===== src/rtl/xyz_rx_serializer.sv =====
// Accepts {x,y,z} triples into a small FIFO and replays each one as three
// WIDTH-bit beats (x, y, z) on a single valid/ready stream.
//
// state | meaning
// SEL_X | head triple's x beat is presented (idle state when empty)
// SEL_Y | head triple's y beat is presented
// SEL_Z | head triple's z beat is presented; acceptance pops the head
module xyz_rx_serializer #(
   parameter int WIDTH = 8,
   parameter int DEPTH = 4,
   parameter int CNT_W = 16
) (
   input  logic                     i_clk,
   input  logic                     i_rst,
   input  logic [0:WIDTH-1]         i_x,
   input  logic [0:WIDTH-1]         i_y,
   input  logic [0:WIDTH-1]         i_z,
   input  logic                     i_valid,
   output logic                     o_ready,
   output logic [WIDTH-1:0]         o_data,
   output logic                     o_valid,
   output logic                     o_last,
   input  logic                     i_ready,
   output logic [$clog2(DEPTH):0]   o_level,
   output logic [CNT_W-1:0]         o_frame_cnt
);

   localparam int AW = $clog2(DEPTH);
   localparam int LW = AW + 1;

   typedef enum logic [1:0] {
      SEL_X = 2'd0,
      SEL_Y = 2'd1,
      SEL_Z = 2'd2
   } sel_e;

   logic [WIDTH-1:0] mem_x_q [DEPTH];
   logic [WIDTH-1:0] mem_y_q [DEPTH];
   logic [WIDTH-1:0] mem_z_q [DEPTH];

   logic [AW-1:0]    wptr_q, wptr_d;
   logic [AW-1:0]    rptr_q, rptr_d;
   logic [LW-1:0]    level_q, level_d;
   logic [CNT_W-1:0] cnt_q, cnt_d;
   sel_e             state_q, state_d;

   logic [WIDTH-1:0] x_map, y_map, z_map;
   logic             push, pop, beat_acc;

   // Inputs are ascending-indexed; keep bit i on bit i rather than by position.
   always_comb begin
      x_map = '0;
      y_map = '0;
      z_map = '0;
      for (int i = 0; i < WIDTH; i++) begin
         x_map[i] = i_x[i];
         y_map[i] = i_y[i];
         z_map[i] = i_z[i];
      end
   end

   assign o_ready  = (level_q != LW'(DEPTH));
   assign o_valid  = (level_q != '0);
   assign push     = i_valid && o_ready;
   assign beat_acc = o_valid && i_ready;
   assign pop      = beat_acc && (state_q == SEL_Z);

   always_comb begin
      wptr_d  = wptr_q;
      rptr_d  = rptr_q;
      level_d = level_q;
      cnt_d   = cnt_q;
      if (push) begin
         wptr_d = wptr_q + AW'(1);
      end
      if (pop) begin
         rptr_d = rptr_q + AW'(1);
         cnt_d  = cnt_q + CNT_W'(1);
      end
      case ({push, pop})
         2'b10:   level_d = level_q + LW'(1);
         2'b01:   level_d = level_q - LW'(1);
         default: level_d = level_q;
      endcase
   end

   always_ff @(posedge i_clk) begin
      if (i_rst) begin
         wptr_q  <= '0;
         rptr_q  <= '0;
         level_q <= '0;
         cnt_q   <= '0;
         for (int i = 0; i < DEPTH; i++) begin
            mem_x_q[i] <= '0;
            mem_y_q[i] <= '0;
            mem_z_q[i] <= '0;
         end
      end else begin
         wptr_q  <= wptr_d;
         rptr_q  <= rptr_d;
         level_q <= level_d;
         cnt_q   <= cnt_d;
         if (push) begin
            mem_x_q[wptr_q] <= x_map;
            mem_y_q[wptr_q] <= y_map;
            mem_z_q[wptr_q] <= z_map;
         end
      end
   end

   always_ff @(posedge i_clk) begin
      if (i_rst) begin
         state_q <= SEL_X;
      end else begin
         state_q <= state_d;
      end
   end

   always_comb begin
      state_d = state_q;
      o_data  = mem_x_q[rptr_q];
      case (state_q)
         SEL_X: begin
            o_data = mem_x_q[rptr_q];
            if (beat_acc) state_d = SEL_Y;
         end
         SEL_Y: begin
            o_data = mem_y_q[rptr_q];
            if (beat_acc) state_d = SEL_Z;
         end
         SEL_Z: begin
            o_data = mem_z_q[rptr_q];
            if (beat_acc) state_d = SEL_X;
         end
         default: state_d = SEL_X;
      endcase
   end

   assign o_last      = o_valid && (state_q == SEL_Z);
   assign o_level     = level_q;
   assign o_frame_cnt = cnt_q;

endmodule

===== config.mk =====
export PLATFORM = sky130hd
export DESIGN_NAME = xyz_rx_serializer
export DESIGN_NICKNAME = d
export VERILOG_FILES = /design/src/rtl/xyz_rx_serializer.sv
export SDC_FILE = /design/constraint.sdc
export NUM_CORES = 1
export LEC_CHECK = 0
export BUFFER_PORTS_ARGS = -buffer_cell sky130_fd_sc_hd__buf_4
export CAP_MARGIN = 20
export CORE_MARGIN = 1.5
export CORE_UTILIZATION = 55
export CTS_CLUSTER_SIZE = 30
export DETAILED_ROUTE_END_ITERATION = 10
export GPL_TIMING_DRIVEN = 0
export PLACE_DENSITY = 0.75
export SYNTH_ARGS = -nofsm -noshare
export SYNTH_HDL_FRONTEND = slang
export SYNTH_SLANG_ARGS = --single-unit
export TNS_END_PERCENT = 1

===== constraint.sdc =====
create_clock -name i_clk -period 3.5 [get_ports i_clk]
set_clock_uncertainty 0.15 [all_clocks]
set_input_delay 0.7 -clock i_clk [delete_from_list [all_inputs] [get_ports i_clk]]
set_output_delay 0.7 -clock i_clk [all_outputs]
set_load 0.05 [all_outputs]

Word level (Yosys, flattened, before mapping)
Memories as Yosys holds them, arrays and structs flattened. A register that Yosys moved wholly into a read port is not among the register bits.
Cells that the tools add are included.
{ "totals": {"ram_bits": 96, "output_inout_bits": 30, "mem_count": 3, "ff_bits": 25, "wordCells": 58} }
{ "op_classes": {"muxes": 26, "n_reduce_logical": 11, "add_sub_neg": 5, "n_eq_ne": 8} }
{ "mem_list": {"columns": ["name", "words", "word_bits", "read_ports", "rd_clocked_by_memory_dff", "write_ports", "line", "source"], "rows": [
  ["mem_x_q", 4, 8, 1, 1, 4, "37", "logic [WIDTH-1:0] mem_x_q [DEPTH];"],
  ["mem_y_q", 4, 8, 1, 1, 4, "38", "logic [WIDTH-1:0] mem_y_q [DEPTH];"],
  ["mem_z_q", 4, 8, 1, 1, 4, "39", "logic [WIDTH-1:0] mem_z_q [DEPTH];"]
]} }
{ "ops": {"columns": ["op", "n"], "rows": [
  ["$mux 2", 12],
  ["$mux 8", 3],
  ["$reduce_or 8->1", 3],
  ["$add 16x1->16 const B", 1],
  ["$pmux 8 s2", 1],
  ["$mux 1", 8],
  ["$ne 2x2->1 const B", 3],
  ["$pmux 2 s3", 1],
  ["$pmux 3 s2", 1],
  ["$add 2x1->2 const B", 2],
  ["$eq 2x1->1 const B", 2],
  ["$eq 2x2->1 const B", 2],
  ["$logic_and 1x1->1", 4],
  ["$add 3x1->3 const B", 1],
  ["$ne 3x3->1 const B", 1],
  ["$reduce_and 3->1", 1],
  ["$reduce_bool 3->1", 1],
  ["$sub 3x1->3 const B", 1],
  ["$logic_not 2->1", 1],
  ["$reduce_bool 2->1", 1]
]} }

Depth between registers and ports, before layout
Gate-level depths: netlist of the first run.
{ "depth": {"ltp_word": 7, "depth_mapped": 10, "depth_no_buf": 9} }

Worst setup path before layout of the first run
Ideal clock, no wire load.
{ "synth_timing": {"kind": "register -> register", "start": "register level_q[0], in the netlist o_level[0]", "end": "memory mem_x_q[1][0] (enable)", "synth_period_minus_slack_ns": 3.115, "slack_ns": 0.385, "setup_ns": 0.410, "n_path_buf": 1, "required_ns": 2.940, "stages_incl_launch_ff": 5, "t_arrival_ns": 2.554, "cell_sequence": "dfxtp_1 -> or3b_1 -> clkbuf_2 -> nand3_1 -> o21bai_1"} }
{ "synth_rtl": {"columns": ["item", "line", "source"], "rows": [
  ["start, declared", "43", "logic [LW-1:0] level_q, level_d;"],
  ["start signal, assigned", "101", "level_q <= level_d;"],
  ["end, declared", "37", null]
]} }

==> results.cfg, run 1 <==
[finish]
drive_above_1_share_pct = 25.69
fillers = 682
multiInputGateArea_sq_um = 2018
antenna_cells = 0
final_util_pct = 70.12
fin_nets = 529
area_growth_pct = 23.16
seq_area_sq_um = 3423

[synth]
syn_area_per_cell_sq_um = 13.47
postSynthCellCount = 415
syn_area_sq_um = 5590
ys_ff_latch = 123
yosysTopAreaCellShare_pct = 51.57
yosys_warnings = 0
yosysSeqAreaShare_pct = 61.24
async_flop_share_pct = 0
yosys-top-cells-area = edfxtp_1 (52%), dfxtp_1 (9.7%), mux4_2 (9.7%)
synth.largest_area_cell = edfxtp_1
synth_edf_count = 96
synth_nets = 451
synth-main-ff-cell = edfxtp_1
ys_types = 43

[worst_setup_path]
max_stage_delay_ns = 0.58
reg2reg_to = mem_z_q[0][1]
worst_r2r_path_depth = 5
path_max_fanout = 10
path_cells = buf_2, buf_2, mux4_2, a22oi_1, a21oi_1, buf_4
path_class = register to primary output
critPathMostFrequentCell = buf_2
cpMaxStageDelayCell = mux4_2
reg2reg_slack_ns = 0.75
worstPathArrival_ns = 2.52
critPathCaptureType = primary output
timing.rr.start = o_level[0]
startpoint_type = register
required_ns = 2.65

[place]
post-place-ws_ns = 0.4696
port_buffers = 57
dp_hpwl_mm = 8.306
place.gp.congestion = 0.8166

[global_routing]
gr-total-overflow = 0
first_global_vias = 3716
grt_first_pass_wirelength_mm = 20.03
track_usage_pct = 24.93
antenna_found_initial = 0
grt_max_degree = 25

[route]
vias = 3694
drc = 0
wl_per_cell_um = 20.09
routed_via_density = 5.781
drtPass1Iterations = 5
postRouteAntennaNets = 0
totalWireLength_mm = 12.84
drt-initial-drc-count = 313

[clocking]
clockRootBuffer = clkbuf_8
cts_hold_buf = 0
cts_num_sinks = 123
cts_tree = yes
htree_num_levels = 4
cts_buffers = 17
postCtsSetupBuffers = 0
clock_path_buffers = 2
clk_pin_slew_worst_paths_ns = 0.06
insertion_delay_ns = 0.51

[timing]
setup_viol = 0
hold_viol = 0
fmax_mhz = 296.8
finalMaxSlewViolations = 0
min_period_ns = 3.369
rsz0062_at_grt = false
setup_slack_ns = 0.1312
tightest_slew_ns = 0.7799
fin_setup_tns_ns = 0
fin_crit_sh_pct = 96.25
max_slew_margin_pct = 48.01

[worst_hold_path]
whs_path_depth = 2
hold_path.class = input pin to register
min_to = mem_x_q[3][3]
holdCritStartpoint = i_x[3]

[job]
cap_violations = 0

[floorplan]
die_w_um = 103.8
die-area_sq_um = 10780
ios = 58
core_area_sq_um = 9819
initial_utilization_pct = 56.93
num_rows = 36
die_h_um = 103.8

[status]
status = completed

[power]
leakage_nw = 2.732
p_per_area_nw_per_um2 = 637.7
ir_drop_uv = 465.8
## flip-flops by register name, indices dropped and copies added, names as in the netlist, named ones only
register	count
o_frame_cnt	16
state_q	2
o_level	3
wptr_q	2
mem_x_q	32
mem_z_q	32
rptr_q	2
mem_y_q	32
## area by class of cell
class | count | area share [%]
inverters | 10 | 0.5452
multi-input cells | 253 | 29.31
plain buffers | 29 | 1.763
clock buffers | 18 | 6.069
repair buffers | 59 | 7.014
well taps | 133 | 2.417
clock inverters | 14 | 3.162
flip-flops and latches | 123 | 49.72
## worst max path at each step
stage | depth (start not counted) | from | slack (ns) | end
2_1_floorplan | 4 | o_level[0] | 0.39 | mem_x_q[1][0]
3_3_place_gp | 3 | i_valid | 0.02 | mem_z_q[1][6]
3_5_place_dp | 6 | register | 0.47 | o_data[6]
4_1_cts | 6 | register | 0.03 | o_data[4]
5_1_grt | 6 | register | 0.009 | o_data[3]
6_report | 6 | register | 0.13 | o_data[5]
## per-layer routing
layer  wire, um  GRT usage (%)  vias up
li1           -              -     1712
met1       5495          32.66     1821
met2       6435          41.15      146
met3        776          6.860       15
met4        129          6.845        0
met5          0              0        -
## worst max-delay path: cells and delay by family (launching register included)
kind / cells / cell delay [ns]
multiplexers: 1 / 0.58
buffers and inverters: 3 / 0.81
AO/OA/AOI/OAI: 2 / 0.30
flip-flops: 1 / 0.31
## cells in the mapped netlist, types with 2 or more instances
| cell type | number |
|---|---|
| mux2i_1 | 3 |
| xnor2_1 | 7 |
| ha_1 | 7 |
| buf_2 | 4 |
| a31o_2 | 2 |
| edfxtp_1 | 96 |
| clkbuf_1 | 22 |
| mux4_2 | 24 |
| nor3_1 | 2 |
| nor4_1 | 4 |
| and3_1 | 49 |
| nand3_1 | 7 |
| or3_1 | 4 |
| nand2_1 | 7 |
| nand4_1 | 4 |
| dfxtp_1 | 27 |
| o21ai_0 | 4 |
| nor2b_1 | 2 |
| and2_1 | 49 |
| nor2_1 | 29 |
| inv_1 | 10 |
| a21oi_1 | 16 |
| a22oi_1 | 8 |
| xor2_1 | 8 |
| buf_1 | 2 |
## what timing repair did
item	in CTS	in global routing
setup endpoints to repair	7	6
resized for setup	2	3
hold endpoints to repair	0	0
## power by group
part | switching (mW) | internal, mW
sequential | 0.0376 | 1.67
clock | 0.651 | 1.23
combinational | 0.546 | 0.250
## cells by family (layout without fill, tap and decap cells)
logic type / after synthesis / count (layout) / synth area share [%]
AND/OR/NAND/NOR: 166 / 166 / 17.21
flip-flops: 123 / 123 / 61.24
buffers and inverters: 39 / 130 / 2.731
AO/OA/AOI/OAI: 37 / 37 / 4.342
multiplexers: 27 / 27 / 10.21
XOR/XNOR: 15 / 15 / 2.350
adder cells (fa/ha/maj): 8 / 8 / 1.925
## placed cells by master, fill, tap and decap left out, types with 4 or more instances in the layout
cell,n
o21ai_0,4
inv_1,10
nor2_1,29
nand3_1,7
or3_1,4
clkbuf_16,16
buf_4,57
clkbuf_1,20
mux4_2,24
clkbuf_2,4
a22oi_1,8
and3_1,49
bufinv_16,5
nand4_1,4
a21oi_1,16
and2_1,49
nor4_1,4
edfxtp_1,96
dfxtp_1,27
nand2_1,7
xor2_1,8
xnor2_1,7
ha_1,7
## per-stage QoR
| step | power (mW) | instance area [sq um] | instances | hold slack [ns] |
|---|---|---|---|---|
| 6_report | 4.391 | 6885 | 639 | 0.3358 |
| 5_1_grt | 4.518 | 6885 | 639 | 0.3268 |
| 3_3_place_gp | 2.500 | 6185 | 605 | 0.3290 |
| 4_1_cts | 4.399 | 6882 | 639 | 0.3245 |
| 3_5_place_dp | 2.528 | 6243 | 607 | 0.3443 |
| 2_1_floorplan | 2.246 | 5590 | 415 | 0.3347 |
No activity file was read; power rests on OpenSTA's default activity.
==> run 2: changes to the inputs <==
==> constraint.sdc (replaced) <==
create_clock -name i_clk -period 3.5 [get_ports i_clk]
set_clock_uncertainty 0.15 [all_clocks]
set_input_delay 0.7 -clock i_clk [delete_from_list [all_inputs] [get_ports i_clk]]
set_output_delay 0.7 -clock i_clk [all_outputs]
set_load 0.005 [all_outputs]
==> run 2 against run 1 <==
Effect of this change:
- sequential power about the same
- fmax decreased by 0.49%
- clock power about the same
- non-clock buffer count unchanged
- global-route usage unchanged
- final area about the same
- first-iteration DRC count decreased by 7.7%
- total power decreased by 5.3%
- hold slack improved by 0.00069 ns
- final cell count unchanged
- critical path depth increased by 1
- critical path type unchanged
- highest routed layer unchanged
==> results.cfg, run 2 (synthesis gave the netlist of run 1 again) <==
[status]
status = completed

[route]
vias = 3703
drtPass1Iterations = 4
postRouteAntennaNets = 0
routed_via_density = 5.795
drc = 0
drt-initial-drc-count = 289
totalWireLength_mm = 12.79
wl_per_cell_um = 20.02

[timing]
fin_setup_tns_ns = 0
max_slew_margin_pct = 47.70
setup_viol = 0
min_period_ns = 3.385
fin_crit_sh_pct = 96.72
hold_slack_ns = 0.3364
tightest_slew_ns = 0.7845
rsz0062_at_grt = false
hold_viol = 0
finalMaxSlewViolations = 0
fmax_mhz = 295.4

[clocking]
clockRootBuffer = clkbuf_8
clock_path_buffers = 2
clk_pin_slew_worst_paths_ns = 0.06
cts_num_sinks = 123
insertion_delay_ns = 0.51
cts_buffers = 17
cts_tree = yes
postCtsSetupBuffers = 0
htree_num_levels = 4
cts_hold_buf = 0

[worst_setup_path]
required_ns = 2.65
worstPathArrival_ns = 2.54
critPathCaptureType = primary output
timing.rr.start = o_level[0]
path_max_fanout = 10
path_class = register to primary output
worst_r2r_path_depth = 5
startpoint_type = register
crit_start = state_q[0]

[job]
cap_violations = 0

[finish]
layout_commonest_cell = edfxtp_1
area_growth_pct = 23.14
top_regs = mem_x_q: 32 flops, mem_y_q: 32 flops, mem_z_q: 32 flops
antenna_cells = 0
seq_area_sq_um = 3423
drive_above_1_share_pct = 25.49
final_cell_mix = edfxtp_1 (96), buf_4 (57), and2_1 (49), and3_1 (49), nor2_1 (29)
multiInputGateArea_sq_um = 2018
fin_nets = 529
fillers = 683

[power]
leakage_nw = 2.729
ir_drop_uv = 334.2
p_per_area_nw_per_um2 = 604.0

[global_routing]
track_usage_pct = 24.93
first_global_vias = 3716
grt_max_degree = 25
gr-total-overflow = 0
antenna_found_initial = 0
grt_first_pass_wirelength_mm = 20.03

[worst_hold_path]
whs_path_depth = 2
holdCritStartpoint = i_x[1]
hold_path.class = input pin to register

[floorplan]
die-area_sq_um = 10780
die_w_um = 103.8
die_h_um = 103.8
initial_utilization_pct = 56.93
ios = 58
core_area_sq_um = 9819
num_rows = 36

[place]
port_buffers = 57
place.gp.congestion = 0.8166
dp_hpwl_mm = 8.306
## run 2: what timing repair did
| item | 4_1_cts | 5_1_grt |
|---|---|---|
| endpoints found under the setup margin | 4 | 2 |
| pin swaps | 0 | 0 |
| resized for setup | 2 | 1 |
## run 2: cell type report
type | instances | share of cell area (%)
inverter | 10 | 0.5453
multi-input combinational | 253 | 29.32
clock inverter | 14 | 3.162
buffer | 29 | 1.745
clock buffer | 18 | 6.071
sequential | 123 | 49.73
tap | 133 | 2.417
timing repair buffer | 59 | 7.016
## run 2: worst paths after layout
check | endpoint | slack [ns]
hold reg to reg | o_frame_cnt[13] | 0.35
hold / removal | mem_x_q[3][1] | 0.34
setup / recovery | o_data[5] | 0.11
setup reg to reg | mem_y_q[0][2] | 0.76
## run 2: critical path, stage by stage (launching register included)
cell,delay (ns)
dfxtp_1,0.38
inv_1,0.10
ha_1,0.28
buf_1,0.32
clkbuf_1,0.43
nor2_1,0.10
a21oi_1,0.25
buf_4,0.16
## run 2: stage by stage
stage	total power [mW]	utilization (%)	area, sq um	std cells	setup slack [ns]
after global placement	2.270	62.98	6185	605	0.02209
after global routing	4.287	70.11	6884	639	0.01018
after detailed placement	2.298	63.58	6243	607	0.5248
after floorplan	2.023	-	5590	415	0.9462
final	4.158	70.11	6884	639	0.1148
after CTS	4.169	70.08	6882	639	0.08676
## run 2: report_power, final
group	internal [mW]	leakage [nW]	total [mW]	switching [mW]
sequential	1.67	1.22	1.71	0.0374
combinational	0.242	1.21	0.563	0.321
clock	1.23	0.304	1.88	0.651
total	3.15	2.73	4.16	1.01
## run 2: metal layers
metal	wire (um)	track usage [%]
met1	5497	32.66
met2	6286	41.15
met3	817	6.860
met4	193	6.845
met5	0	0
==> run 3: changes to the inputs <==
--- a/config.mk
+++ b/config.mk
@@ -13,6 +13,7 @@
 export DETAILED_ROUTE_END_ITERATION = 10
 export GPL_TIMING_DRIVEN = 0
 export PLACE_DENSITY = 0.75
+export SETUP_SLACK_MARGIN = 0.4
 export SYNTH_ARGS = -nofsm -noshare
 export SYNTH_HDL_FRONTEND = slang
 export SYNTH_SLANG_ARGS = --single-unit
==> run 3 against run 2 <==
Effect of this change:
- hold slack improved by 0.0018 ns
- worst setup slack gained 0.34 ns
- final cell count unchanged
- die area stayed put
- combinational power rose by 3%
- register-to-register slack worse by 0.02 ns
- total power rose by 0.51%
- critical path type unchanged
- largest cell class unchanged
- highest routed layer unchanged
==> results.cfg, run 3 (synthesis gave the netlist of run 1 again) <==
[status]
status = completed

[worst_setup_path]
max_stage_delay_ns = 0.54
reg2reg_slack_ns = 0.74
worst_r2r_path_depth = 5
worstPathArrival_ns = 2.19
critPathCaptureType = primary output
timing.rr.start = o_level[0]
path_max_fanout = 10
path_class = register to primary output
cpMaxStageDelayCell = mux4_2
path_cells = buf_6, buf_8, mux4_2, a22oi_1, a21oi_1, buf_4
startpoint_type = register
reg2reg_to = mem_x_q[0][4]
required_ns = 2.65

[global_routing]
antenna_found_initial = 0
gr-total-overflow = 0
track_usage_pct = 24.93
grt_max_degree = 25
grt_first_pass_wirelength_mm = 20.04
first_global_vias = 3712

[clocking]
insertion_delay_ns = 0.51
clockRootBuffer = clkbuf_8
clock_path_buffers = 2
htree_num_levels = 4
cts_num_sinks = 123
cts_tree = yes
postCtsSetupBuffers = 0
cts_buffers = 17
clk_pin_slew_worst_paths_ns = 0.06

[place]
place.gp.congestion = 0.8166
place_inst = 607
post-place-ws_ns = 0.5248
dp_hpwl_mm = 8.306
port_buffers = 57

[job]
cap_violations = 0

[floorplan]
initial_utilization_pct = 56.93
core_area_sq_um = 9819
ios = 58
num_rows = 36
die-area_sq_um = 10780
die_w_um = 103.8
die_h_um = 103.8

[route]
totalWireLength_mm = 12.86
wl_per_cell_um = 20.13
drc = 0
postRouteAntennaNets = 0
vias = 3732
drt-initial-drc-count = 323
drtPass1Iterations = 4
routed_via_density = 5.840

[finish]
antenna_cells = 0
final_cell_mix = edfxtp_1 (96), buf_4 (57), and2_1 (49), and3_1 (49), nor2_1 (29)
drive_above_1_share_pct = 26.88
top_regs = mem_x_q: 32 flops, mem_y_q: 32 flops, mem_z_q: 32 flops
seq_area_sq_um = 3423
layout_commonest_cell = edfxtp_1
multiInputGateArea_sq_um = 2028
fin_nets = 529
area_growth_pct = 24.08
instances_no_fill = 639
final_util_pct = 70.64
fillers = 679

[worst_hold_path]
whs_path_depth = 2
hold_path.class = input pin to register
min_to = mem_z_q[3][3]
holdCritStartpoint = i_z[3]

[timing]
max_slew_margin_pct = 47.14
rsz0062_at_grt = false
fin_setup_tns_ns = 0
min_period_ns = 3.041
hold_viol = 0
finalMaxSlewViolations = 0
tightest_slew_ns = 0.7930
fmax_mhz = 328.9
fin_crit_sh_pct = 86.88
setup_slack_ns = 0.4593
setup_viol = 0

[power]
total_power_mw = 4.179
ir_drop_uv = 336.5
p_per_area_nw_per_um2 = 602.5
leakage_nw = 2.754
run 3: repair_timing:
| action | in CTS | in global routing |
|---|---|---|
| pin swaps | 0 | 0 |
| hold buffers | 0 | 0 |
| setup endpoints to repair | 8 | 7 |
| gates resized for setup | 15 | 8 |
run 3: where the power goes:
part           internal [mW]  total, mW  switching, mW
registers               1.67       1.71         0.0376
clock network           1.23       1.89          0.655
logic                  0.255      0.580          0.325
total                   3.16       4.18           1.02
run 3: area by class of cell:
| cell class | count | share of cell area (%) |
|---|---|---|
| buffer | 29 | 2.345 |
| clock buffer | 18 | 6.025 |
| clock inverter | 14 | 3.139 |
| inverter | 10 | 0.5411 |
| multi-input combinational | 253 | 29.24 |
| sequential | 123 | 49.35 |
| tap | 133 | 2.399 |
| timing repair buffer | 59 | 6.962 |
run 3: critical path: cells and delay by family, from the launching register on:
family | cells | cell delay (ns)
muxes | 1 | 0.54
buffers and inverters | 3 | 0.49
DFF | 1 | 0.33
AOI/OAI and AO/OA | 2 | 0.31
run 3: stage by stage:
stage	area (sq um)	hold slack, ns
floorplan	5590	0.3175
global placement	6185	0.3290
detailed placement	6243	0.3443
CTS	6915	0.3245
global route	6937	0.3268
finish	6937	0.3382
run 3: how the worst max path moves through the flow:
stage | from | to | depth (start not counted)
after global placement | i_valid | mem_z_q[1][6] | 3
after floorplan | o_level[0] | mem_x_q[1][0] | 4
final | register | o_data[5] | 6
after CTS | register | o_data[5] | 6
after detailed placement | register | o_data[6] | 6
after global routing | register | o_data[6] | 6
run 3: metal layers:
| metal | global-route usage [%] | part of all wire [%] |
|---|---|---|
| met1 | 32.61 | 44 |
| met3 | 6.923 | 5.9 |
| met5 | 0 | 0 |
| met4 | 7.044 | 0.93 |
| met2 | 41.06 | 50 |
